`src/rtl/scan_decoder_pkg.sv`:
```
// Shared definitions for the scan decoder: state encoding and counter sizing helper.
package scan_decoder_pkg;

  typedef enum logic [1:0] {
    IDLE = 2'd0,
    HOLD = 2'd1,
    SCAN = 2'd2
  } state_t;

  // Bits needed to count 0..value-1, never less than one bit.
  function automatic int unsigned clog2_min1(input int unsigned value);
    int unsigned result;
    result = 1;
    while ((64'd1 << result) < 64'(value)) result++;
    return result;
  endfunction

endpackage

```
`src/rtl/scan_decoder_onehot_dec.sv`:
```
// Binary index to one-hot conversion, active-high; polarity is the caller's concern.
module onehot_dec #(
  parameter int unsigned N = 2
) (
  input  logic [N-1:0]      idx_i,
  output logic [(2**N)-1:0] onehot_o
);

  localparam int unsigned OUTW = 2 ** N;

  always_comb begin
    onehot_o = OUTW'(1) << idx_i;
  end

endmodule

```
`src/rtl/scan_decoder.sv`:
```
// Decoder with hold and auto-scan modes: drives one active output selected by a
// registered index, which either holds a loaded value or steps after a dwell time.
module scan_decoder
  import scan_decoder_pkg::*;
#(
  parameter int unsigned N          = 2,
  parameter int unsigned DWELL      = 4,
  parameter bit          ACTIVE_LOW = 1'b0
) (
  input  logic              clk,
  input  logic              rst,
  input  logic              en,
  input  logic              mode,
  input  logic              load,
  input  logic [N-1:0]      sel,
  output logic [(2**N)-1:0] D,
  output logic [N-1:0]      idx,
  output logic              wrap
);

  localparam int unsigned OUTW = 2 ** N;
  localparam int unsigned DW   = clog2_min1(DWELL);
  localparam logic [DW-1:0] DWELL_LAST = DW'(DWELL - 1);
  localparam logic [N-1:0]  IDX_LAST   = '1;

  state_t         state_q, state_d;
  logic [N-1:0]   idx_q, idx_d;
  logic [DW-1:0]  dwell_q, dwell_d;
  logic           wrap_q, wrap_d;
  logic [OUTW-1:0] dec_c;
  logic [OUTW-1:0] active_c;

  always_ff @(posedge clk or posedge rst) begin
    if (rst) begin
      state_q <= IDLE;
      idx_q   <= '0;
      dwell_q <= '0;
      wrap_q  <= 1'b0;
    end else begin
      state_q <= state_d;
      idx_q   <= idx_d;
      dwell_q <= dwell_d;
      wrap_q  <= wrap_d;
    end
  end

  // Priority: disable, then load, then mode change, then dwell advance.
  always_comb begin
    state_d = state_q;
    idx_d   = idx_q;
    dwell_d = dwell_q;
    wrap_d  = 1'b0;
    if (!en) begin
      state_d = IDLE;
      dwell_d = '0;
    end else begin
      case (state_q)
        IDLE: begin
          if (mode) begin
            state_d = SCAN;
            dwell_d = '0;
            if (load) idx_d = sel;
          end else if (load) begin
            state_d = HOLD;
            idx_d   = sel;
          end
        end
        HOLD: begin
          if (load) idx_d = sel;
          if (mode) begin
            state_d = SCAN;
            dwell_d = '0;
          end
        end
        SCAN: begin
          if (load) begin
            idx_d   = sel;
            dwell_d = '0;
          end
          if (!mode) begin
            state_d = HOLD;
            dwell_d = '0;
          end else if (!load) begin
            if (dwell_q == DWELL_LAST) begin
              dwell_d = '0;
              idx_d   = idx_q + N'(1);
              wrap_d  = (idx_q == IDX_LAST);
            end else begin
              dwell_d = dwell_q + DW'(1);
            end
          end
        end
        default: begin
          state_d = IDLE;
          dwell_d = '0;
        end
      endcase
    end
  end

  onehot_dec #(.N(N)) u_dec (
    .idx_i    (idx_q),
    .onehot_o (dec_c)
  );

  // Output follows registered state only, so reset forces it inactive at once.
  always_comb begin
    active_c = (state_q == IDLE) ? '0 : dec_c;
    D        = ACTIVE_LOW ? ~active_c : active_c;
  end

  assign idx  = idx_q;
  assign wrap = wrap_q;

endmodule
```
`config.mk`:
```
export PLATFORM = sky130hd
export DESIGN_NAME = scan_decoder
export DESIGN_NICKNAME = d
export VERILOG_FILES = /design/src/rtl/scan_decoder_pkg.sv /design/src/rtl/scan_decoder_onehot_dec.sv /design/src/rtl/scan_decoder.sv
export SDC_FILE = /design/constraint.sdc
export NUM_CORES = 1
export LEC_CHECK = 0
export ABC_CLOCK_PERIOD_IN_PS = 1460
export CORE_MARGIN = 3
export CORE_UTILIZATION = 30
export CTS_CLUSTER_DIAMETER = 200
export DETAILED_ROUTE_END_ITERATION = 8
export PLACE_DENSITY = 0.56
export SYNTH_ARGS = -nofsm -noshare
export SYNTH_HDL_FRONTEND = slang
export SYNTH_SLANG_ARGS = --single-unit
```
`constraint.sdc`:
```
create_clock -name clk -period 1.46 [get_ports clk]
set_input_delay 0.219 -clock clk [delete_from_list [all_inputs] [get_ports clk]]
set_output_delay 0.219 -clock clk [all_outputs]
set_load 0.05 [all_outputs]
```
# Word-level counts from Yosys, hierarchy flattened
# Cells that the tools add are included.
# word_totals
reg_bits	7
input_bits	7
out_inout_bits	7
wordCells	43
# op_classes
n_addsub	2
n_eq_ne	8
shifts	1
muxes	23
n_reduce_logical	5
# op_table
operator	n
$mux 2	14
$pmux 2 s2	2
$eq 2x2->1 const B	3
$ne 3x3->1 const B	2
$pmux 2 s3	1
$mux 1	5
$add 2x1->2 const B	2
$mux 4	1
$ne 4x4->1 const B	1
$shl 1x2->4 const A	1
$ne 3x2->1 const B	1
$reduce_and 3->1	1
$eq 2x1->1 const B	1
$logic_not 2->1	1
$reduce_and 2->1	1
$reduce_bool 2->1	1
$reduce_or 2->1	1

# Depth between registers and ports, before layout
# depth
ltp_word	6
ltp_mapped	4
depth_no_buf	4

# Modules after synthesis
# A second synthesis with hierarchy kept.
# unflattened
cells_unflattened	45
hier_area_um2	442.9
# modules_own_cells
mod	instances	cells_per_inst	area_per_inst_um2	seq_area_each_um2
scan_decoder	1	41	416.6	175.2
onehot_dec	1	4	26.3	0.0

# Worst setup path before layout
# OpenSTA, ideal clock, no wires.
# synth_path
path_kind	register to output
from	reg idx_q[0] (netlist: idx[0])
to	out D[3]
arrival_ns	1.616
required_time_ns	1.241
slack_ns	-0.375
stages_incl_launch_ff	3
n_path_buf	0
cell_sequence	dfrtp_1 > ha_1 > nor2b_1
# synth_between
elab_chain_cells	2
# synth_lines
element	line	rtl
from (decl)	scan_decoder.sv:27	logic [N-1:0] idx_q, idx_d;
from (signal assigned)	scan_decoder.sv:41	idx_q <= idx_d;
$shl 1x2->4	scan_decoder_onehot_dec.sv:12	onehot_o = OUTW'(1) << idx_i;
$mux 4	scan_decoder.sv:108	active_c = (state_q == IDLE) ? '0 : dec_c;
to (decl)	scan_decoder.sv:16	output logic [(2**N)-1:0] D,
# Every way passes these cells.

# Final worst setup path
# layout_path
from	reg idx_q[1] (netlist: idx[1])
to	out D[0]
# Same word-level chain as after synthesis.

==> impl_metrics.sql <==
INSERT INTO impl_metrics (metric_group, metric, value, unit) VALUES
('place', 'dp_slack', '0.0252', 'ns'),
('timing', 'worst_clock_skew', '0.00851', 'ns'),
('global_route', 'grt_use_total', '0.118', ''),
('critical_path', 'timing.setup.critical_path_class', 'flip-flop to output pin', ''),
('global_route', 'pin_count_of_the_biggest_net_entering_global_routing', '8', ''),
('logic_synthesis', 'postSynthAreaPerCell', '10.9', 'µm²'),
('floorplanning', 'floorplan.die.height', '45.0', 'µm'),
('routing', 'drt_iter0_markers', '3', ''),
('place', 'place.gp.congestion', '0.832', ''),
('critical_path', 'slowest_stage', 'dfrtp_2', ''),
('critical_path', 'critical_path.reg2reg.endpoint', 'wrap$_DFF_PP0_', ''),
('cts', 'clock_pin_slew_reported_for_the_worst_setup_and_hold_paths_after_clock_tree_synthesis', '0.06', 'ns'),
('pwr', 'p_leak', '0.382', 'nW'),
('timing', 'layout_worst_path_cycle_share', '0.997', ''),
('logic_synthesis', 'yosys_warnings', '0', ''),
('cells_and_area', 'mostFrequentLayoutCells', 'buf_4, clkdlybuf4s50_1, dfrtp_1, nor2b_4', ''),
('routing', 'post_drt_wl_per_cell', '13.8', 'µm'),
('floorplanning', 'die_width', '45.0', 'µm'),
('timing', 'max_transition_viols_final', '0', ''),
('critical_path', 'reg2reg_from', 'state_q[0]$_DFFE_PP0P_', ''),
('place', 'hpwlAfterDp', '760', 'µm'),
('routing', 'drt-pass1-iter-count', '4', ''),
('critical_path', 'worst_setup_path_end_kind', 'output pin', ''),
('cts', 'cts_tree', 'yes', ''),
('place', 'placed_cells_incl_taps', '74', ''),
('logic_synthesis', 'seq_area_frac_synth', '0.384', ''),
('pwr', 'ir_worst_vdd', '0.000532', 'V'),
('cts', 'cts-root-buf', 'clkbuf_4', ''),
('logic_synthesis', 'synth_seq_cells', '7', ''),
('critical_path', 'setup.worst_path.start', 'idx[1]$_DFFE_PP0P_', ''),
('critical_path', 'cell_chain_critical_path', 'inv_4 > ha_4 > nor2b_4 > buf_8', ''),
('critical_path', 'dominant_delay_contributor_by_cell_family_on_the_critical_path', 'flip-flops', ''),
('floorplanning', 'fp.dieArea', '2030', 'µm²'),
('critical_path', 'worstPathMaxFanout', '4', ''),
('timing', 'setup-violations-final', '0', ''),
('global_route', 'grt_pass1_wl', '1.57', 'mm'),
('cells_and_area', 'layout.cells.most_common', 'buf_4', ''),
('status', 'outcome', 'completed', ''),
('logic_synthesis', 'synthesis.area', '457', 'µm²'),
('flow_run', 'max-cap-violations', '0', ''),
('critical_path', 'crit_path_end', 'D[0]', ''),
('logic_synthesis', 'mappedNetlistNets', '55', ''),
('timing', 'max_freq', '0.687', 'GHz'),
('timing', 'timing.final.ws_setup', '0.00429', 'ns'),
('cells_and_area', 'share_of_cells_above_drive_strength_1', '0.463', ''),
('routing', 'remaining_drc_errors', '0', ''),
('critical_path', 'critPathRequiredTime', '1.24', 'ns'),
('cts', 'h_tree_levels', '1', ''),
('place', 'dpl-instance-area', '673', 'µm²'),
('cells_and_area', 'net_total_in_the_final_layout', '81', ''),
('cts', 'cts_buffers', '3', ''),
('logic_synthesis', 'synth_top_cell_area_share', '0.384', ''),
('global_route', 'grt_remaining_overflow', '0', ''),
('floorplanning', 'initial_core_util', '0.334', ''),
('pwr', 'power.density', '1130', 'nW/µm²'),
('floorplanning', 'row_count', '13', ''),
('critical_path', 'critPathBufInv', '2', ''),
('timing', 'final-hold-violation-count', '0', ''),
('routing', 'detail_route.vias_per_cell', '5.04', ''),
('global_route', 'first_global_vias', '388', ''),
('global_route', 'grt_antenna_before_repair', '0', ''),
('cts', 'clk-insertion-delay-late', '0.26', 'ns'),
('critical_path', 'kind_of_start_point_of_the_critical_path', 'flip-flop', ''),
('cells_and_area', 'nFillCells', '124', ''),
('place', 'numPortBuffers', '13', ''),
('critical_path', 'crit_cells', '4', ''),
('logic_synthesis', 'synth_cell_type_count', '19', ''),
('cts', 'clkSinkCount', '7', ''),
('min_path', 'timing.hold.worst.class', 'input port to async pin', ''),
('critical_path', 'crit_path_max_incr_delay', '0.46', 'ns'),
('logic_synthesis', 'syn-instance-count', '42', '');
==> metrics by stage <==
| step | utilization | hold WS (ns) |
|---|---|---|
| after floorplan | - | 0.0224 |
| after global placement | 0.493 | 0.480 |
| after detailed placement | 0.493 | 0.471 |
| after CTS | 0.538 | 0.196 |
| after global routing | 0.592 | 0.207 |
| final | 0.592 | 0.187 |
==> how the worst min path moves through the flow <==
stage | from | end | cells after the start
2_1_floorplan | rst | dwell_q[0]$_DFFE_PP0P_ | 1
3_3_place_gp | rst | wrap$_DFF_PP0_ | 2
3_5_place_dp | rst | wrap$_DFF_PP0_ | 2
4_1_cts | rst | state_q[0]$_DFFE_PP0P_ | 2
5_1_grt | rst | state_q[1]$_DFFE_PP0P_ | 2
6_report | rst | state_q[0]$_DFFE_PP0P_ | 2
==> metal layers <==
metal | wire (µm) | part of all wire | vias to the layer above | global-route usage
met5 | 0 | 0 | - | 0
met1 | 492 | 0.44 | 192 | 0.139
met4 | 23 | 0.020 | 0 | 0.0702
li1 | - | - | 204 | -
met2 | 527 | 0.47 | 13 | 0.161
met3 | 88 | 0.078 | 4 | 0.0717
==> logic make-up after synthesis <==
kind of cell | after synthesis | share of synthesized area
flops | 7 | 0.384
fa+ha+maj | 6 | 0.164
compound gates | 8 | 0.132
buf+inv | 4 | 0.0329
simple gates | 15 | 0.244
mux | 2 | 0.0438
==> cell usage after synthesis <==
library cell,count
nor2_1,3
o21ai_0,1
nor4bb_4,1
nor2b_1,4
dfrtp_1,7
a22o_1,2
and3_1,1
nand2b_1,1
a211oi_1,1
a22oi_1,1
and2_1,2
a21boi_1,1
mux2i_1,2
ha_1,6
a32o_1,1
nor3_1,1
inv_1,4
o21ai_1,1
and4b_1,2
==> state kept, by name, indices dropped and copies added, names as in the netlist <==
| name | count |
|---|---|
| wrap | 1 |
| dwell_q | 2 |
| state_q | 2 |
| idx | 2 |
==> power by group <==
part	switching, mW	internal (mW)
Sequential	0.0409	0.217
Clock	0.0753	0.105
Combinational	0.234	0.244
Total	0.350	0.565
==> worst reg2reg max path: cells and delay by family (launching register included) <==
| kind | cells | cell delay (ns) |
|---|---|---|
| and+or+nand+nor | 3 | 0.66 |
| buffers and inverters | 1 | 0.18 |
| DFF | 1 | 0.42 |
==> final cells by class <==
class	count	area [µm²]	share of cell area
tap	15	18.8	0.0232
sequential	7	178	0.220
timing repair buffer	21	224	0.277
clock buffer	4	26.3	0.0325
multi-input combinational	31	342	0.423
inverter	4	20.0	0.0248
==> what timing repair did <==
action	CTS	global route
hold buffers	0	0
resized for setup	7	14
pin swaps	0	2
hold endpoints to repair	0	0
setup endpoints to repair	4	4
buffers inserted	2	2
(Power assumes the default switching activity.)
